**src/rtl/store_queue_param_if.sv**
```systemverilog
// -----------------------------------------------------------------------------
// store_queue_param_if
// Bundles the store-input handshake and the D$ write request/grant bus of the
// store queue.
//   slave  modport : the store queue itself
//   master modport : the LSU store stage plus the D$ (the queue's environment)
// Signals:
//   valid/ready      : translated-store handshake (LSU -> queue)
//   paddr/data/be    : store physical address, aligned data, byte enables
//   mem_req/mem_gnt  : D$ write request (queue -> D$) and its grant
//   mem_addr/data/be : write payload, taken from the commit-queue head
// -----------------------------------------------------------------------------
interface store_queue_param_if #(
    parameter int unsigned DATA_W = 64,
    parameter int unsigned PLEN   = 56
);
    localparam int unsigned BE_W = DATA_W / 8;

    logic              valid;
    logic              ready;
    logic [PLEN-1:0]   paddr;
    logic [DATA_W-1:0] data;
    logic [BE_W-1:0]   be;

    logic              mem_req;
    logic              mem_gnt;
    logic [PLEN-1:0]   mem_addr;
    logic [DATA_W-1:0] mem_data;
    logic [BE_W-1:0]   mem_be;

    modport slave (
        input  valid, paddr, data, be, mem_gnt,
        output ready, mem_req, mem_addr, mem_data, mem_be
    );

    modport master (
        output valid, paddr, data, be, mem_gnt,
        input  ready, mem_req, mem_addr, mem_data, mem_be
    );
endinterface

```
**src/rtl/store_queue_param.sv**
```systemverilog
// -----------------------------------------------------------------------------
// store_queue_param
// Store buffer behind the LSU store stage. Translated stores wait in a
// speculative FIFO until commit_i moves the oldest one into the commit FIFO,
// which drains to the D$ through the mem_req/mem_gnt handshake.
//
// Optional feature (macro STORE_QUEUE_MERGE_EN): a push whose doubleword
// address equals the youngest speculative entry merges its enabled bytes into
// that entry instead of allocating a new one.
//
// Ports:
//   clk_i, rst_ni          : clock, asynchronous active-low reset
//   flush_i                : drop every speculative entry
//   commit_i               : move the oldest speculative store to commit queue
//   commit_ready_o         : commit queue has a free slot
//   page_offset_i          : load page offset to check for overlap
//   page_offset_matches_o  : some pending/incoming store hits that doubleword
//   no_st_pending_o        : both queues empty
//   spec_empty_o           : speculative queue empty
//   st_if (slave)          : store-input handshake and D$ write bus
// -----------------------------------------------------------------------------
module store_queue_param #(
    parameter int unsigned SPEC_DEPTH   = 4,
    parameter int unsigned COMMIT_DEPTH = 8,
    parameter int unsigned DATA_W       = 64,
    parameter int unsigned PLEN         = 56
) (
    input  logic               clk_i,
    input  logic               rst_ni,
    input  logic               flush_i,
    input  logic               commit_i,
    output logic               commit_ready_o,
    input  logic [11:0]        page_offset_i,
    output logic               page_offset_matches_o,
    output logic               no_st_pending_o,
    output logic               spec_empty_o,
    store_queue_param_if.slave st_if
);
    localparam int unsigned BE_W = DATA_W / 8;
    localparam int unsigned SP_W = $clog2(SPEC_DEPTH);
    localparam int unsigned CM_W = $clog2(COMMIT_DEPTH);
    localparam logic [SP_W:0] SPEC_FULL = (SP_W+1)'(SPEC_DEPTH);
    localparam logic [CM_W:0] CMT_FULL  = (CM_W+1)'(COMMIT_DEPTH);

    // Entry payload storage (no reset: validity is tracked separately)
    logic [PLEN-1:0]   spec_addr_q   [SPEC_DEPTH];
    logic [DATA_W-1:0] spec_data_q   [SPEC_DEPTH];
    logic [BE_W-1:0]   spec_be_q     [SPEC_DEPTH];
    logic [PLEN-1:0]   commit_addr_q [COMMIT_DEPTH];
    logic [DATA_W-1:0] commit_data_q [COMMIT_DEPTH];
    logic [BE_W-1:0]   commit_be_q   [COMMIT_DEPTH];

    logic [SPEC_DEPTH-1:0]   spec_vld_q, spec_vld_d;
    logic [COMMIT_DEPTH-1:0] commit_vld_q, commit_vld_d;
    logic [SP_W-1:0]         spec_head_q, spec_head_d, spec_tail_q, spec_tail_d;
    logic [CM_W-1:0]         commit_head_q, commit_head_d, commit_tail_q, commit_tail_d;
    logic [SP_W:0]           spec_cnt_q, spec_cnt_d;
    logic [CM_W:0]           commit_cnt_q, commit_cnt_d;

    logic            spec_full;
    logic            commit_fire;
    logic            push_fire;
    logic            alloc;
    logic            merge_hit;
    logic            mem_req;
    logic            mem_pop;
    logic [SP_W-1:0] spec_young;

    assign spec_full      = (spec_cnt_q == SPEC_FULL);
    // No credit for a same-cycle grant: a full commit queue blocks commit.
    assign commit_ready_o = (commit_cnt_q != CMT_FULL);
    assign commit_fire    = commit_i && commit_ready_o && (spec_cnt_q != '0);
    assign spec_young     = spec_tail_q - SP_W'(1);

`ifdef STORE_QUEUE_MERGE_EN
    logic              merge_fire;
    logic [DATA_W-1:0] merge_data;
    logic [BE_W-1:0]   merge_be;

    // The youngest entry must stay in place this cycle; it only leaves when
    // it is also the head (single entry) and is being committed.
    assign merge_hit = st_if.valid && (spec_cnt_q != '0)
                    && (spec_addr_q[spec_young][PLEN-1:3] == st_if.paddr[PLEN-1:3])
                    && !(commit_fire && (spec_cnt_q == (SP_W+1)'(1)));
    assign merge_fire = push_fire && merge_hit;
    assign merge_be   = spec_be_q[spec_young] | st_if.be;

    for (genvar gi = 0; gi < BE_W; gi++) begin : g_merge_byte
        assign merge_data[8*gi +: 8] = st_if.be[gi] ? st_if.data[8*gi +: 8]
                                                    : spec_data_q[spec_young][8*gi +: 8];
    end
`else
    assign merge_hit = 1'b0;
`endif

    assign st_if.ready = !spec_full || merge_hit;
    assign push_fire   = st_if.valid && st_if.ready && !flush_i;
    assign alloc       = push_fire && !merge_hit;

    assign mem_req  = (commit_cnt_q != '0);
    assign mem_pop  = mem_req && st_if.mem_gnt;

    // Next-state for pointers, counters and valid bits
    always_comb begin
        spec_vld_d    = spec_vld_q;
        spec_head_d   = spec_head_q;
        spec_tail_d   = spec_tail_q;
        commit_vld_d  = commit_vld_q;
        commit_head_d = commit_head_q;
        commit_tail_d = commit_tail_q;

        if (alloc) begin
            spec_vld_d[spec_tail_q] = 1'b1;
            spec_tail_d             = spec_tail_q + SP_W'(1);
        end
        if (commit_fire) begin
            spec_vld_d[spec_head_q]     = 1'b0;
            spec_head_d                 = spec_head_q + SP_W'(1);
            commit_vld_d[commit_tail_q] = 1'b1;
            commit_tail_d               = commit_tail_q + CM_W'(1);
        end
        spec_cnt_d = spec_cnt_q + (SP_W+1)'(alloc) - (SP_W+1)'(commit_fire);
        // Flush wins over everything speculative; the committed head has
        // already been copied out above.
        if (flush_i) begin
            spec_vld_d  = '0;
            spec_head_d = '0;
            spec_tail_d = '0;
            spec_cnt_d  = '0;
        end

        if (mem_pop) begin
            commit_vld_d[commit_head_q] = 1'b0;
            commit_head_d               = commit_head_q + CM_W'(1);
        end
        commit_cnt_d = commit_cnt_q + (CM_W+1)'(commit_fire) - (CM_W+1)'(mem_pop);
    end

    always_ff @(posedge clk_i or negedge rst_ni) begin
        if (!rst_ni) begin
            spec_vld_q    <= '0;
            spec_head_q   <= '0;
            spec_tail_q   <= '0;
            spec_cnt_q    <= '0;
            commit_vld_q  <= '0;
            commit_head_q <= '0;
            commit_tail_q <= '0;
            commit_cnt_q  <= '0;
        end else begin
            spec_vld_q    <= spec_vld_d;
            spec_head_q   <= spec_head_d;
            spec_tail_q   <= spec_tail_d;
            spec_cnt_q    <= spec_cnt_d;
            commit_vld_q  <= commit_vld_d;
            commit_head_q <= commit_head_d;
            commit_tail_q <= commit_tail_d;
            commit_cnt_q  <= commit_cnt_d;
        end
    end

    // Payload writes
    always_ff @(posedge clk_i) begin
        if (alloc) begin
            spec_addr_q[spec_tail_q] <= st_if.paddr;
            spec_data_q[spec_tail_q] <= st_if.data;
            spec_be_q[spec_tail_q]   <= st_if.be;
        end
`ifdef STORE_QUEUE_MERGE_EN
        if (merge_fire) begin
            spec_data_q[spec_young] <= merge_data;
            spec_be_q[spec_young]   <= merge_be;
        end
`endif
        if (commit_fire) begin
            commit_addr_q[commit_tail_q] <= spec_addr_q[spec_head_q];
            commit_data_q[commit_tail_q] <= spec_data_q[spec_head_q];
            commit_be_q[commit_tail_q]   <= spec_be_q[spec_head_q];
        end
    end

    // D$ side: payload forced to zero while idle so outputs are clean
    assign st_if.mem_req  = mem_req;
    assign st_if.mem_addr = mem_req ? commit_addr_q[commit_head_q] : '0;
    assign st_if.mem_data = mem_req ? commit_data_q[commit_head_q] : '0;
    assign st_if.mem_be   = mem_req ? commit_be_q[commit_head_q]   : '0;

    // Doubleword-granular overlap check against both queues and the incoming store
    logic [SPEC_DEPTH-1:0]   spec_hit;
    logic [COMMIT_DEPTH-1:0] commit_hit;
    logic                    in_hit;
    logic                    unused_page_offset_lsb;

    for (genvar gi = 0; gi < SPEC_DEPTH; gi++) begin : g_spec_hit
        assign spec_hit[gi] = spec_vld_q[gi] && (spec_addr_q[gi][11:3] == page_offset_i[11:3]);
    end
    for (genvar gi = 0; gi < COMMIT_DEPTH; gi++) begin : g_commit_hit
        assign commit_hit[gi] = commit_vld_q[gi] && (commit_addr_q[gi][11:3] == page_offset_i[11:3]);
    end

    assign in_hit                 = st_if.valid && (st_if.paddr[11:3] == page_offset_i[11:3]);
    assign page_offset_matches_o  = (|spec_hit) || (|commit_hit) || in_hit;
    assign unused_page_offset_lsb = ^page_offset_i[2:0];

    assign no_st_pending_o = (spec_cnt_q == '0) && (commit_cnt_q == '0);
    assign spec_empty_o    = (spec_cnt_q == '0);

    // Committing from an empty speculative queue is an upstream protocol bug
    a_no_commit_when_empty: assert property (
        @(posedge clk_i) disable iff (!rst_ni) !(commit_i && (spec_cnt_q == '0)));

endmodule
```
**src/flat_wrapper.sv**
```systemverilog
// flat-port wrapper written by rule: the top's interface ports become plain ports
module store_queue_param_flat 
#(
    parameter int unsigned SPEC_DEPTH   = 4,
    parameter int unsigned COMMIT_DEPTH = 8,
    parameter int unsigned DATA_W       = 64,
    parameter int unsigned PLEN         = 56
)
  (clk_i, rst_ni, flush_i, commit_i, commit_ready_o, page_offset_i, page_offset_matches_o, no_st_pending_o, spec_empty_o, st_if_valid, st_if_paddr, st_if_data, st_if_be, st_if_mem_gnt, st_if_ready, st_if_mem_req, st_if_mem_addr, st_if_mem_data, st_if_mem_be);
  store_queue_param_if #(.DATA_W(DATA_W), .PLEN(PLEN)) st_if_i ();
  input  logic clk_i;
  input  logic rst_ni;
  input  logic flush_i;
  input  logic commit_i;
  output logic commit_ready_o;
  input  logic [11:0] page_offset_i;
  output logic page_offset_matches_o;
  output logic no_st_pending_o;
  output logic spec_empty_o;
  input wire logic [$bits(st_if_i.valid)-1:0] st_if_valid;
  input wire logic [$bits(st_if_i.paddr)-1:0] st_if_paddr;
  input wire logic [$bits(st_if_i.data)-1:0] st_if_data;
  input wire logic [$bits(st_if_i.be)-1:0] st_if_be;
  input wire logic [$bits(st_if_i.mem_gnt)-1:0] st_if_mem_gnt;
  output wire logic [$bits(st_if_i.ready)-1:0] st_if_ready;
  output wire logic [$bits(st_if_i.mem_req)-1:0] st_if_mem_req;
  output wire logic [$bits(st_if_i.mem_addr)-1:0] st_if_mem_addr;
  output wire logic [$bits(st_if_i.mem_data)-1:0] st_if_mem_data;
  output wire logic [$bits(st_if_i.mem_be)-1:0] st_if_mem_be;
  assign st_if_i.valid = st_if_valid;
  assign st_if_i.paddr = st_if_paddr;
  assign st_if_i.data = st_if_data;
  assign st_if_i.be = st_if_be;
  assign st_if_i.mem_gnt = st_if_mem_gnt;
  assign st_if_ready = st_if_i.ready;
  assign st_if_mem_req = st_if_i.mem_req;
  assign st_if_mem_addr = st_if_i.mem_addr;
  assign st_if_mem_data = st_if_i.mem_data;
  assign st_if_mem_be = st_if_i.mem_be;
  store_queue_param #(.SPEC_DEPTH(SPEC_DEPTH), .COMMIT_DEPTH(COMMIT_DEPTH), .DATA_W(DATA_W), .PLEN(PLEN)) u_core (.clk_i(clk_i), .rst_ni(rst_ni), .flush_i(flush_i), .commit_i(commit_i), .commit_ready_o(commit_ready_o), .page_offset_i(page_offset_i), .page_offset_matches_o(page_offset_matches_o), .no_st_pending_o(no_st_pending_o), .spec_empty_o(spec_empty_o), .st_if(st_if_i));
endmodule
```
**config.mk**
```make
export PLATFORM = sky130hd
export DESIGN_NAME = store_queue_param_flat
export DESIGN_NICKNAME = d
export VERILOG_FILES = /design/src/rtl/store_queue_param_if.sv /design/src/rtl/store_queue_param.sv /design/src/flat_wrapper.sv
export SDC_FILE = /design/constraint.sdc
export NUM_CORES = 2
export LEC_CHECK = 0
export BUFFER_PORTS_ARGS = -buffer_cell sky130_fd_sc_hd__buf_2
export CAP_MARGIN = 20
export CORE_MARGIN = 2
export CORE_UTILIZATION = 50
export CTS_CLUSTER_SIZE = 30
export DETAILED_ROUTE_END_ITERATION = 10
export MAX_ROUTING_LAYER = met4
export PLACE_DENSITY = 0.67
export SYNTH_ARGS = -nofsm -noshare
export SYNTH_HDL_FRONTEND = slang
export SYNTH_SLANG_ARGS = --single-unit
```
**constraint.sdc**
```tcl
create_clock -name clk_i -period 20.8 [get_ports clk_i]
set_input_delay 3.12 -clock clk_i [delete_from_list [all_inputs] [get_ports clk_i]]
set_output_delay 3.12 -clock clk_i [all_outputs]
set_load 0.02 [all_outputs]
```
## Word level (Yosys, flattened, before mapping)

Memories as Yosys holds them, arrays and structs flattened.
Cells that the tools add are included.

- Bits in registers: 29
- RAM bits: 1536
- Output and inout bits: 134
- Memories: 6

- Add/sub/neg operators: 8
- $lt $le $gt $ge: 8
- Eq/ne operators: 15
- Muxes and demuxes: 25
- Bitwise gates (word level): 6
- Reductions and logical operators: 35

Memories:

| name | words | bits a word | read ports | clocked after Yosys merged registers in | wr ports | RTL line | RTL |
|---|---|---|---|---|---|---|---|
| u_core.commit_data_q | 8 | 64 | 1 | 0 | 1 | store_queue_param.sv:50 | `logic [DATA_W-1:0] commit_data_q [COMMIT_DEPTH];` |
| u_core.commit_addr_q | 8 | 56 | 9 | 0 | 1 | store_queue_param.sv:49 | `logic [PLEN-1:0] commit_addr_q [COMMIT_DEPTH];` |
| u_core.spec_data_q | 4 | 64 | 1 | 0 | 1 | store_queue_param.sv:47 | `logic [DATA_W-1:0] spec_data_q [SPEC_DEPTH];` |
| u_core.spec_addr_q | 4 | 56 | 5 | 0 | 1 | store_queue_param.sv:46 | `logic [PLEN-1:0] spec_addr_q [SPEC_DEPTH];` |
| u_core.commit_be_q | 8 | 8 | 1 | 0 | 1 | store_queue_param.sv:51 | `logic [BE_W-1:0] commit_be_q [COMMIT_DEPTH];` |
| u_core.spec_be_q | 4 | 8 | 1 | 0 | 1 | store_queue_param.sv:48 | `logic [BE_W-1:0] spec_be_q [SPEC_DEPTH];` |

Operator list:

| operator | number |
|---|---|
| equality test 9 bit | 13 |
| two-way mux 64 bit | 1 |
| two-way mux 56 bit | 1 |
| two-way mux 8 bit | 3 |
| logical AND 1 bit | 23 |
| two-way mux 4 bit | 3 |
| bitwise AND 8 bit | 1 |
| less-than comparator 3 x 4 -> 1 bit, second input constant | 2 |
| two-way mux 1 bit | 8 |
| two-way mux 2 bit | 4 |
| NOT 8 bit | 1 |
| bitwise OR 8 bit | 1 |
| OR reduction 8 bit | 1 |
| adder 3 x 1 -> 3 bit, second input constant | 2 |
| demux 1 bit (select 3 bit) | 2 |
| >= comparator 3 x 1 -> 1 bit, second input constant | 2 |
| less-than comparator 2 x 3 -> 1 bit, second input constant | 2 |
| adder 2 x 1 -> 2 bit, second input constant | 2 |
| adder 4 x 1 -> 4 bit | 1 |
| bitwise AND 4 bit | 1 |
| demux 1 bit (select 2 bit) | 2 |
| >= comparator 2 x 1 -> 1 bit, second input constant | 2 |
| zero test 4 bit | 1 |
| != test 4 bit, second input constant | 1 |
| 14 further kinds | 17 |

## Longest topological paths before layout

- Depth in word-level cells: 9
- Gate-level depth with buffers: 13
- Depth with buffers taken out: 13

## Worst setup path after synthesis

Ideal clock, no wire load.

- Path kind: input to register
- Start point: in commit_i
- End point: mem u_core.commit_addr_q[0][0] (enable)
- Setup time: 0.933 ns
- Data arrival time: 15.449 ns
- Required time: 19.867 ns
- Slack: 4.418 ns
- Stages: 2
- Buffers on the path: 0
- Cells stage by stage: nand3_2 nor4_1

- Cells in the longest elaborated chain, start to end: 4

Ends and longest elaborated chain:

| element | RTL line | RTL |
|---|---|---|
| from (decl) | flat_wrapper.sv:14 | `input logic commit_i;` |
| logical AND 1 bit (2 in a row) | store_queue_param.sv:72 | `assign commit_fire = commit_i && commit_ready_o && (spec_cnt_q != '0);` |
| two-way mux 1 bit | store_queue_param.sv:174 | `if (commit_fire) begin` |
| two-way mux 1 bit (not written as such) | store_queue_param.sv:175 | `commit_addr_q[commit_tail_q] <= spec_addr_q[spec_head_q];` |
| to (decl) | store_queue_param.sv:49 |  |

No other way between the ends.

## Worst setup path after layout

- Start point: in page_offset_i[10]
- End point: out page_offset_matches_o

- Cells in the longest elaborated chain, start to end: 5
- Elaborated cells between the ends (all ways): 30
- Those cells by class: 13 x eq/ne; 17 x reduce/logical

Ends and longest elaborated chain:

| element | RTL line | RTL |
|---|---|---|
| from (decl) | flat_wrapper.sv:16 | `input logic [11:0] page_offset_i;` |
| equality test 9 bit, on equally long branches | store_queue_param.sv:197, store_queue_param.sv:194 |  |
| logical AND 1 bit, on equally long branches | store_queue_param.sv:197, store_queue_param.sv:194 |  |
| OR reduction 8 bit or OR reduction 4 bit (tied branches) | store_queue_param.sv:201 | `assign page_offset_matches_o = (\|spec_hit) \|\| (\|commit_hit) \|\| in_hit;` |
| logical OR 1 bit | store_queue_param.sv:201 |  |
| logical OR 1 bit (*) | store_queue_param.sv:201 |  |
| to (decl) | flat_wrapper.sv:17 | `output logic page_offset_matches_o;` |

Every way passes the cells marked *; elsewhere a longest branch is shown, timed or not.

==> flow_summary.toml <==
[outcome]
status = "complete, no violations"

[logic_synthesis]
netlist.area_leader.share_pct = 76.53
yosys_warnings = 0
ys_ff_latch = 1565
ys.flop_type = "edfxtp_1"
synth.most_common_cell = "edfxtp_1"
post-synth-top-area-cell = "edfxtp_1"
syn-cell-area_mm2 = 0.06027
ys_top_cells_by_count = "edfxtp_1 (1536), mux4_2 (384), nand2_1 (270)"
ys_seq_area_share_pct = 77.73
synth_cells = 2764
synth_cell_types = 40
async_reset_ff_share_pct = 1.853
synth-edff-count = 1536
syn_nets = 2930
synthTopCellsByArea = "edfxtp_1 (77%), mux4_2 (14%), nand2_1 (1.7%), xor2_1 (1.5%), dfrtp_1 (1.2%)"
avgSynthCellArea_um2 = 21.81

[worst_setup_path]
r2r_start = "u_core.commit_cnt_q[2]"
worstPathArrival_ps = 5010
slowest_stage = "nor4_1"
ff2ff_setup_slack_ps = 16760
crit_family = "simple AND/OR/NAND/NOR gates"
cp_max_fo = 13
worst-path-stages = 8
startpoint = "page_offset_i[10]"
crit_path_end_kind = "primary output"
critical_path.most_common_cell = "buf_2"
rr_worst_depth = 9
required_ps = 17680
crit_path_max_incr_delay_ps = 470
worstSetupPathType = "in -> out"
regToRegEndpoint = "u_core.commit_addr_q[1][37]"
cp-start-kind = "primary input"
critical_path_buf_inv_count = 2
path_cells = "buf_2 -> xor2_1 -> nor4_1 -> nand4_1 -> and4_1 -> nand3_1 -> or3_1 -> buf_2"

[placed_design]
dpl.hpwl_um = 73000
gp_congestion = 0.8471
portBuffers = 276
post_dp_cell_area_mm2 = 0.06312

[detailed_routing]
routed_wl_um = 135600
routed-via-count = 28330
vias_per_cell = 5.818
drcViolationCount = 0
routedWlPerCell_um = 27.84
drtIter0Drc = 3000
first_pass_iters = 5
detail-route-antenna-nets = 0

[floorplan]
initial_core_util_pct = 50.30
std_cell_rows = 127
die_area_mm2 = 0.1233
die_y_um = 351.2
io-pin-count = 280
core_area_mm2 = 0.1198
die_w_um = 351.2

[sta]
timing.hold.ws_ps = 534.9
worstMarginPinSlew_ps = 1136
finalHoldViolations = 0
rsz0062_at_grt = "no"
slew_violations = 0
max_freq_mhz = 123.1
fin_tns_setup_ps = 0
fin_skew_ps = 32.80
fin_crit_sh_pct = 39.07
finalSetupViolations = 0
post-route-min-period_ps = 8126
slew-limit-headroom_pct = 24.24

[power_and_ir_drop]
power_mw = 9.726
pwr_density_cell_mw_per_mm2 = 142.0
p_leak_nw = 22.19
vdd_ir_drop_max_uv = 113.9

[global_routing]
grt_pass1_wl_um = 196500
grt_overflow = 0
antenna_found_initial = 35
grt_pass1_vias = 29430
grt_start_max_net_pins = 114
track_usage_pct = 22.96

[clocking]
post-cts-setup-buffers = 0
clk_pin_slew_ps = 60
cts.sinks = 1565
cts_resized = 0
cts_buffers = 157
cts_tree = "yes"
cts-root-buf = "clkbuf_16"
cts_buffer_depth = 3
htree_levels = 4
cts-hold-fix-buffers = 0
clock_latency_ps = 780

[flow_run]
cap_violations = 0

[min_path]
hold_end = "u_core.commit_vld_q[3]"
hp-start = "u_core.commit_vld_q[3]"
min_path_cells = 1
worstHoldPathType = "reg -> reg"

[cells_and_area]
drive_gt1_share_pct = 30.04
synthToLayoutAreaGrowth_pct = 13.63
fin_nets = 3263
fillers = 8752
post-route-util_pct = 57.16
final_area_mm2 = 0.06848
layer usage:
metal,vias to the layer above,part of all wire (%),GRT usage [%]
met5,-,0,-
li1,12030,-,-
met3,204,7.2,4.786
met1,15110,40,29.68
met2,992,51,37.54
met4,0,2.0,5.896
flip-flops by register name, summed over array words and instances, names as in the netlist, 3 cells and up:
signal,cells
u_core.commit_addr_q,448
u_core.commit_be_q,64
u_core.commit_cnt_q,4
u_core.commit_data_q,512
u_core.commit_head_q,3
u_core.commit_tail_q,3
u_core.commit_vld_q,8
u_core.spec_addr_q,224
u_core.spec_be_q,32
u_core.spec_cnt_q,3
u_core.spec_data_q,256
u_core.spec_vld_q,4
power breakdown:
group	internal, mW	switching (mW)	total (mW)
clock network	1.70	1.17	2.87
logic	1.01	1.68	2.68
registers	4.01	0.169	4.18
total	6.71	3.02	9.73
stage by stage:
| stage | std cells | setup slack, ps |
|---|---|---|
| 2_1_floorplan | 2764 | 4418 |
| 3_3_place_gp | 4550 | 12630 |
| 3_5_place_dp | 4550 | 12660 |
| 4_1_cts | 4838 | 12660 |
| 5_1_grt | 4858 | 12510 |
| 6_report | 4870 | 12670 |
logic make-up after synthesis:
kind of cell / share of synthesized area, %
flops: 77.73
buf+inv: 1.821
compound gates: 1.291
xor+xnor: 1.920
mux: 14.37
simple gates: 2.427
fa+ha+maj: 0.4401
area by class of cell:
type                            count  area, um2  area share [%]
Multi-Input combinational cell   1028      12380           18.08
Antenna cell                       32      80.08          0.1169
Sequential cell                  1565      46870           68.44
Clock inverter                     98       1116           1.630
Inverter                           21      83.83          0.1224
Tap cell                         1612       2017           2.945
Timing Repair Buffer              324       1767           2.580
Clock buffer                      190       4168           6.086
worst register-to-register path, cell delays in order, from the launching register on:
cell,delay (ps)
dfrtp_1,340
inv_1,80
ha_1,190
nand2_1,170
nand3_2,350
inv_4,310
nand2_2,200
nor3_4,620
buf_4,480
buf_4,890
how the worst max path moves through the flow:
| stage | to | slack (ps) |
|---|---|---|
| floorplan | u_core.commit_addr_q[0][0] | 4420 |
| global route | page_offset_matches_o | 12510 |
| detailed placement | page_offset_matches_o | 12660 |
| global placement | page_offset_matches_o | 12630 |
| CTS | page_offset_matches_o | 12660 |
| finish | page_offset_matches_o | 12670 |
cells in the final DEF (no fill, tap or decap), drive strengths merged, types with 27 or more instances in the layout:
master / instances
edfxtp: 1536
mux4: 384
buf: 324
nand2: 271
clkbuf: 190
a21oi: 134
xor2: 106
clkinv: 59
inv: 34
diode: 32
dfrtp: 29
nor4: 27
(Power assumes the default switching activity.)
